### src/rtl/pipeline_pkg.sv
// Shared MEM-stage definitions: datapath widths, store-buffer depth,
// the buffer entry layout and word-address extraction.
package pipeline_pkg;

  localparam int unsigned ADDR_W   = 32;
  localparam int unsigned DATA_W   = 32;
  localparam int unsigned SB_DEPTH = 4;

  typedef struct packed {
    logic              valid;
    logic [ADDR_W-1:0] addr;
    logic [DATA_W-1:0] data;
  } sb_entry_t;

  // Stores and loads are word-granular; the byte offset never takes part in a match.
  function automatic logic [ADDR_W-3:0] word_addr(input logic [ADDR_W-1:0] a);
    return a[ADDR_W-1:2];
  endfunction

endpackage

### src/rtl/store_buffer_fwd.sv
// Load forwarding search: returns the data of the youngest live entry whose
// word address matches the load address.
module store_buffer_fwd
  import pipeline_pkg::*;
#(
  parameter  int unsigned DEPTH = SB_DEPTH,
  localparam int unsigned PTR_W = $clog2(DEPTH)
) (
  input  sb_entry_t         i_entries [DEPTH],
  input  logic [PTR_W-1:0]  i_head,
  input  logic [PTR_W:0]    i_count,
  input  logic [ADDR_W-1:0] i_ld_addr,
  output logic              o_hit,
  output logic [DATA_W-1:0] o_data
);

  logic [PTR_W-1:0] w_idx;

  // Walk oldest to youngest from head so a later match overrides an earlier one;
  // this stays correct when the live window wraps past the end of the array.
  always_comb begin
    o_hit  = 1'b0;
    o_data = '0;
    w_idx  = '0;
    for (int unsigned i = 0; i < DEPTH; i++) begin
      w_idx = i_head + PTR_W'(i);
      if (((PTR_W+1)'(i) < i_count) && i_entries[w_idx].valid &&
          (word_addr(i_entries[w_idx].addr) == word_addr(i_ld_addr))) begin
        o_hit  = 1'b1;
        o_data = i_entries[w_idx].data;
      end
    end
  end

endmodule

### src/rtl/store_buffer.sv
// MEM-stage store buffer: queues committed stores, drains one per idle cycle
// into the single-port data memory and forwards buffered data to loads.
module store_buffer #(
  parameter  int unsigned DEPTH  = pipeline_pkg::SB_DEPTH,
  parameter  int unsigned ADDR_W = pipeline_pkg::ADDR_W,
  parameter  int unsigned DATA_W = pipeline_pkg::DATA_W,
  localparam int unsigned PTR_W  = $clog2(DEPTH)
) (
  input  logic              clk,
  input  logic              rst,
  input  logic              st_valid,
  input  logic [ADDR_W-1:0] st_addr,
  input  logic [DATA_W-1:0] st_data,
  input  logic              ld_valid,
  input  logic [ADDR_W-1:0] ld_addr,
  output logic [DATA_W-1:0] ld_data,
  output logic              full,
  output logic              empty,
  output logic [ADDR_W-1:0] dm_address,
  output logic [DATA_W-1:0] dm_WD,
  output logic              dm_Mem_write,
  input  logic [DATA_W-1:0] dm_RD
);
  import pipeline_pkg::*;

  sb_entry_t         r_entries [DEPTH];
  logic [PTR_W-1:0]  r_head;
  logic [PTR_W-1:0]  r_tail;
  logic [PTR_W:0]    r_count;

  logic              w_full;
  logic              w_empty;
  logic              w_enq;
  logic              w_drain;
  logic              w_hit;
  logic [DATA_W-1:0] w_fwd_data;

  assign w_full  = (r_count == (PTR_W+1)'(DEPTH));
  assign w_empty = (r_count == '0);
  assign full    = w_full;
  assign empty   = w_empty;
  assign w_enq   = st_valid && !w_full;

  // A load owns the shared address port; otherwise the oldest entry drains.
  always_comb begin
    dm_address   = '0;
    dm_WD        = '0;
    dm_Mem_write = 1'b0;
    w_drain      = 1'b0;
    if (ld_valid) begin
      dm_address = ld_addr;
    end else if (!w_empty) begin
      dm_address   = r_entries[r_head].addr;
      dm_WD        = r_entries[r_head].data;
      dm_Mem_write = rst;
      w_drain      = 1'b1;
    end
  end

  store_buffer_fwd #(
    .DEPTH (DEPTH)
  ) u_fwd (
    .i_entries (r_entries),
    .i_head    (r_head),
    .i_count   (r_count),
    .i_ld_addr (ld_addr),
    .o_hit     (w_hit),
    .o_data    (w_fwd_data)
  );

  assign ld_data = w_hit ? w_fwd_data : dm_RD;

  // Enqueue and drain never target the same slot: tail==head only when
  // the buffer is empty (no drain) or full (no enqueue).
  always_ff @(posedge clk) begin
    if (!rst) begin
      r_head  <= '0;
      r_tail  <= '0;
      r_count <= '0;
      for (int unsigned i = 0; i < DEPTH; i++) begin
        r_entries[i].valid <= 1'b0;
      end
    end else begin
      if (w_enq) begin
        r_entries[r_tail] <= '{valid: 1'b1, addr: st_addr, data: st_data};
        r_tail            <= r_tail + PTR_W'(1);
      end
      if (w_drain) begin
        r_entries[r_head].valid <= 1'b0;
        r_head                  <= r_head + PTR_W'(1);
      end
      case ({w_enq, w_drain})
        2'b10:   r_count <= r_count + (PTR_W+1)'(1);
        2'b01:   r_count <= r_count - (PTR_W+1)'(1);
        default: r_count <= r_count;
      endcase
    end
  end

endmodule

### config.mk
export PLATFORM = sky130hd
export DESIGN_NAME = store_buffer
export DESIGN_NICKNAME = d
export VERILOG_FILES = /design/src/rtl/pipeline_pkg.sv /design/src/rtl/store_buffer_fwd.sv /design/src/rtl/store_buffer.sv
export SDC_FILE = /design/constraint.sdc
export NUM_CORES = 1
export LEC_CHECK = 0
export ABC_AREA = 1
export BUFFER_PORTS_ARGS = -buffer_cell sky130_fd_sc_hd__buf_2
export CAP_MARGIN = 10
export CORE_UTILIZATION = 40
export DETAILED_ROUTE_END_ITERATION = 10
export PLACE_DENSITY_LB_ADDON = 0.12
export SYNTH_ARGS = -nofsm -noshare
export SYNTH_HDL_FRONTEND = slang
export SYNTH_SLANG_ARGS = --single-unit
export TNS_END_PERCENT = 20
### constraint.sdc
create_clock -name clk -period 4.7 [get_ports clk]
set_input_delay 0.47 -clock clk [delete_from_list [all_inputs] [get_ports clk]]
set_output_delay 0.47 -clock clk [all_outputs]
set_load 0.005 [all_outputs]
# Word level (Yosys, flattened, before mapping)
# Index checks and enable logic that the tools add are counted.
[op_classes] add_sub_neg=6 magnitude_cmp=11 bitwise_logic=5 reduce_logical=14 n_eq_ne=7 n_mux=39
[ops] op="$mux 260" n=3
[ops] op="$mux 65" n=10
[ops] op="$bmux 65 s2" n=4
[ops] op="$bwmux 260" n=2
[ops] op="$mux 32" n=9
[ops] op="$demux 65 s2" n=2
[ops] op="$eq 30x30->1" n=4
[ops] op="$ge 3x3->1 const B" n=5
[ops] op="$not 2->3" n=5
[ops] op="$logic_and 1x1->1" n=11
[ops] op="$mux 1" n=8
[ops] op="$lt 1x3->1 const A" n=2
[ops] op="$lt 2x3->1 const A" n=2
[ops] op="$lt 3x1->1 const B" n=2
[ops] op="$pmux 3 s2" n=1
[ops] op="$add 2x1->2 const B" n=2
[ops] op="$add 2x2->2 const B" n=2
[ops] op="$add 3x1->3 const B" n=1
[ops] op="$eq 3x3->1 const B" n=1
[ops] op="$logic_not 3->1" n=1
[ops] op="$sub 3x1->3 const B" n=1
[ops] op="$eq 2x1->1 const B" n=1
[ops] op="$eq 2x2->1 const B" n=1
[ops] op="$reduce_bool 2->1" n=1
[ops] op="$logic_not 1->1" n=1
[totals] out_inout_bits=99 word_cells=97 register_bits=267 input_bits=132

# Longest topological paths before layout
[depth] word_depth=11 ltp_mapped=28 ltp_nobuf=19

# Hierarchy
# From an unflattened synthesis, not the netlist that was laid out.
[unflattened] hier_cells=2964 area_unflattened_um2=20658.6
[modules_own_cells] mod="store_buffer" cells_per_inst=989 area_each_um2=11305.8 n_inst=1 seq_area_each_um2=7907.6
[modules_own_cells] mod="store_buffer_fwd" cells_per_inst=1975 area_each_um2=9352.7 n_inst=1 seq_area_each_um2=0.0

# Worst setup path before layout
# OpenSTA, ideal clock, no wires.
[synth_path] path_type="reg2reg" start="register r_count[0]" end="register with a tool-made name" t_arrival_ns=3.741 setup_ns=0.486 setup_slack_ns=0.473 period_less_slack_ns=4.227 stages_incl_launch_ff=8 t_required_ns=4.214 n_path_buf=0 cell_sequence="dfxtp_1 > inv_1 > ha_1 > nand2_1 > nand2_1 > inv_1 > nand2_1 > nor2_1"
[synth_rtl] item="start, declared" line_no="store_buffer.sv:29" source="logic [PTR_W:0] r_count;"
[synth_rtl] item="start signal, assigned" line_no="store_buffer.sv:93" source="2'b10: r_count <= r_count + (PTR_W+1)'(1);"
[synth_rtl] item="start signal, assigned" line_no="store_buffer.sv:94" source="2'b01: r_count <= r_count - (PTR_W+1)'(1);"
[synth_rtl] item="start signal, assigned" line_no="store_buffer.sv:95" source="default: r_count <= r_count;"

# Worst setup path in the final report
[layout_path] start="register r_head[0]" end="output ld_data[23]"
[layout_via] elab_chain_len=11 elab_cells_between_ends=40 cone_classes="add/sub: 3; eq/ne: 4; mux: 21; bitwise: 4; reduce/logical: 8"
[layout_lines] item="start, declared" line_no="store_buffer.sv:27" source="logic [PTR_W-1:0] r_head;"
[layout_lines] item="start signal, assigned" line_no="store_buffer.sv:90" source="r_head <= r_head + PTR_W'(1);"
[layout_lines] item="$add 2x1->2 or $not 2->3 (tied branches)"
[layout_lines] item="$not 2->3 (not written as such) or $bmux 65 s2 (tied branches)" line_no="store_buffer_fwd.sv:27, store_buffer_fwd.sv:28, store_buffer_fwd.sv:30"
[layout_lines] item="$bmux 65 s2 or $mux 65 (tied branches)" line_no="store_buffer_fwd.sv:27, store_buffer_fwd.sv:28, store_buffer_fwd.sv:30"
[layout_lines] item="$mux 65 (not written as such)" line_no="store_buffer_fwd.sv:30" source="o_data = i_entries[w_idx].data;"
[layout_lines] item="$mux 65 (not written as such), or another cell as far along" line_no="store_buffer_fwd.sv:30"
[layout_lines] item="$eq 30x30->1 or $logic_and 1x1->1 (tied branches)" line_no="store_buffer_fwd.sv:28, store_buffer_fwd.sv:27"
[layout_lines] item="$logic_and 1x1->1, or another cell as far along" line_no="store_buffer_fwd.sv:27" source="if (((PTR_W+1)'(i) < i_count) && i_entries[w_idx].valid &&"
[layout_lines] item="$mux 32 or $mux 1 (tied branches) (3 in series)" line_no="store_buffer_fwd.sv:27"
[layout_lines] item="$mux 32 (*)" line_no="store_buffer.sv:71" source="assign ld_data = w_hit ? w_fwd_data : dm_RD;"
[layout_lines] item="end, declared" line_no="store_buffer.sv:16" source="output logic [DATA_W-1:0] ld_data,"
# Every way passes the cells marked *; elsewhere a longest branch is shown, timed or not. The select of a mux whose other input is x is not followed.

==> metrics <==
crit-path max FO 62; clock buffer count from CTS 34; gr ovfl total 0; Commonest cells post-synth nand2_1 (1026), nand3_1 (413), edfxtp_1 (256), o21ai_0 (176), inv_1 (160); setup repair bufs after CTS 0; Post-Synthesis Cell Area 18900 um2; Initial Util 40.5%; largest net degree at the start of global routing 212; synth unique cells 30; r2r setup slk 2030 ps; max_slew headroom 16.7%; critical hold path startpoint st_data[22]; Worst-Skew Late Latency 560 ps; vias in the first global route 17700; Critical Path End Type output pin; EDFF count, synth 256; critical path type register to output pin; port bufs 230; Hold Path Depth 1; Logic pwr share 51.6%; Synth async-reset ratio 0%; Post-DP HPWL 49.4 mm; sequential area share after synthesis 41.9%; final setup TNS 0 ps; power share of the clock group 23.4%; CTS Root Cell clkbuf_16; Clock transition at path regs 60 ps; Arr. time, crit path 3910 ps; Sw Share 46.4%; die span in x 219 um; IO Count 231; final setup fails 0; path depth of the worst reg2reg path 8; Synth area leaders edfxtp_1 (41%), nand2_1 (20%), nand3_1 (11%); H-tree depth 2; die area 48000 um2; Synth Net Count 2780; Cell Rows 79; flip-flop and latch count after synthesis 267; drt total wl 70.7 mm; PostCTS Resize Cnt 0; gp weighted congestion 1.02; core area 46600 um2; Synth Area per Inst 7.16 um2; leakage power 0.00978 uW; startpoint types register; most frequent cell after synthesis nand2_1; r2r startpoint r_count[0]$_SDFFE_PN0P_; layout net count 2932; HP Class primary input to register; period utilization 93.1%; CTS tree built; Vias per Instance 5.65; FMAX 228 MHz; final hold violation count 0; post-synth top area share 40.7%; Routed wire per std cell 20.7 um; first-pass GRT wire length 106 mm; Worst-Margin Slew 1250 ps; Max VDD drop 0.000421 V; Crit path required time 4230 ps; Die H 219 um; # clock sinks 267; RSZ-0062 raised after global routing no; starting DRC count in detailed routing 2167; Clock Path Buffers 3; largest area contributor in the netlist edfxtp_1; share of layout cells above drive strength 1 12.0%; Hold WS 123 ps; fin util 46.5%; gr usage total 29.4%; Flop pwr share 25.0%; initial antenna violation count 5; Via Count 19300; internal power 6030 uW; Yosys warnings 0; Slew Limit Fails 0; Top FF cell, synth edfxtp_1; Psw 5220 uW; status completed; Clock Skew 18.7 ps; TritonRoute pass-1 iters 6; Final min period 4380 ps; Detail Route Antenna Nets 0; DRC Markers 0; P&R area growth vs syn 14.6%; PD cells 520 nW/um2; Cells after Synth 2635; max cap viols 0; Post-CTS Hold Fix Bufs 0
area by class of cell:
class	count	area [um2]
Inverter	164	629
Fill cell	4670	24900
Multi-Input combinational cell	2054	9680
Antenna cell	1	2.50
Sequential cell	267	7910
Timing Repair Buffer	266	1520
Clock buffer	38	896
Clock inverter	23	226
Tap cell	607	759
worst max-delay path, stage by stage, from the launching register on:
cell and delay (ps):
dfxtp_4 390, clkinv_2 70, ha_2 400, buf_12 320, nand3_1 110, nand2_1 100
xor2_1 410, nand2_1 120, nor2_1 110, nand2_1 70, nor2_2 200, buf_4 430
o2111ai_1 190, nand2_1 110, inv_1 40, nand2_1 90, buf_2 120
worst max path at each step:
stage / end / startpoint / slack [ps] / cells after the start
2_1_floorplan: register / r_count[0]$_SDFFE_PN0P_ / 470 / 7
3_3_place_gp: ld_data[4] / r_head[0]$_SDFFE_PN0P_ / 860 / 16
3_5_place_dp: ld_data[4] / r_head[0]$_SDFFE_PN0P_ / 860 / 16
4_1_cts: ld_data[4] / r_head[0]$_SDFFE_PN0P_ / 270 / 16
5_1_grt: ld_data[3] / r_head[0]$_SDFFE_PN0P_ / 60 / 16
6_report: ld_data[23] / r_head[0]$_SDFFE_PN0P_ / 320 / 16
logic make-up (layout without fill, tap and decap cells):
group | after synthesis | in the layout | synth area share [%]
and+or+nand+nor | 1703 | 1703 | 38.4
buffers and inverters | 314 | 491 | 6.96
DFF | 267 | 267 | 41.9
AOI/OAI and AO/OA | 261 | 261 | 7.88
muxes | 64 | 64 | 3.39
adders and majority gates | 13 | 13 | 0.862
xor gates and xnor gates | 13 | 13 | 0.603
other | 0 | 1 | 0
cells in the final DEF (no fill, tap or decap), types with 4 or more instances in the layout:
cell type	netlist	final
a21oi_1	14	14
mux2i_1	64	64
o22ai_1	32	32
and2_1	4	4
clkinv_2	0	8
bufinv_16	0	4
o21ai_0	176	176
inv_1	160	158
nand3_1	413	413
o2111ai_1	33	33
nor3_1	6	6
clkbuf_16	0	35
buf_12	0	5
nor2_1	142	138
buf_4	12	29
dfxtp_1	11	9
nand2_1	1026	1026
buf_2	59	230
xor2_1	13	13
ha_1	13	12
nand3b_1	30	30
edfxtp_1	256	256
nor2_4	0	4
nor2_2	6	6
nand4_1	72	72
clkinv_1	0	9
per-layer routing:
layer | vias to the layer above | GRT usage, % | routed length (um)
met5 | - | 0 | 59
met4 | 8 | 8.80 | 1850
met3 | 115 | 5.20 | 6800
met2 | 923 | 44.4 | 30300
met1 | 9034 | 42.4 | 31700
li1 | 9259 | - | -
per-stage QoR:
stage | setup slack [ps] | power, uW | instances | area, um2
floorplan | 473 | 6760 | 2635 | 18900
global placement | 863 | 8440 | 3357 | 20500
detailed placement | 857 | 8490 | 3357 | 20500
CTS | 272 | 11100 | 3418 | 21600
global route | 59.1 | 12000 | 3419 | 21600
finish | 323 | 11200 | 3420 | 21600
power groups by stage:
stage / combinational [uW] / clock, uW / sequential, uW
floorplan: 3930 / 0 / 2840
global placement: 5600 / 0 / 2850
detailed placement: 5640 / 0 / 2850
CTS: 5660 / 2680 / 2800
global route: 6460 / 2770 / 2820
finish: 5810 / 2630 / 2810
Note: power is estimated with default switching activity, not from simulation.
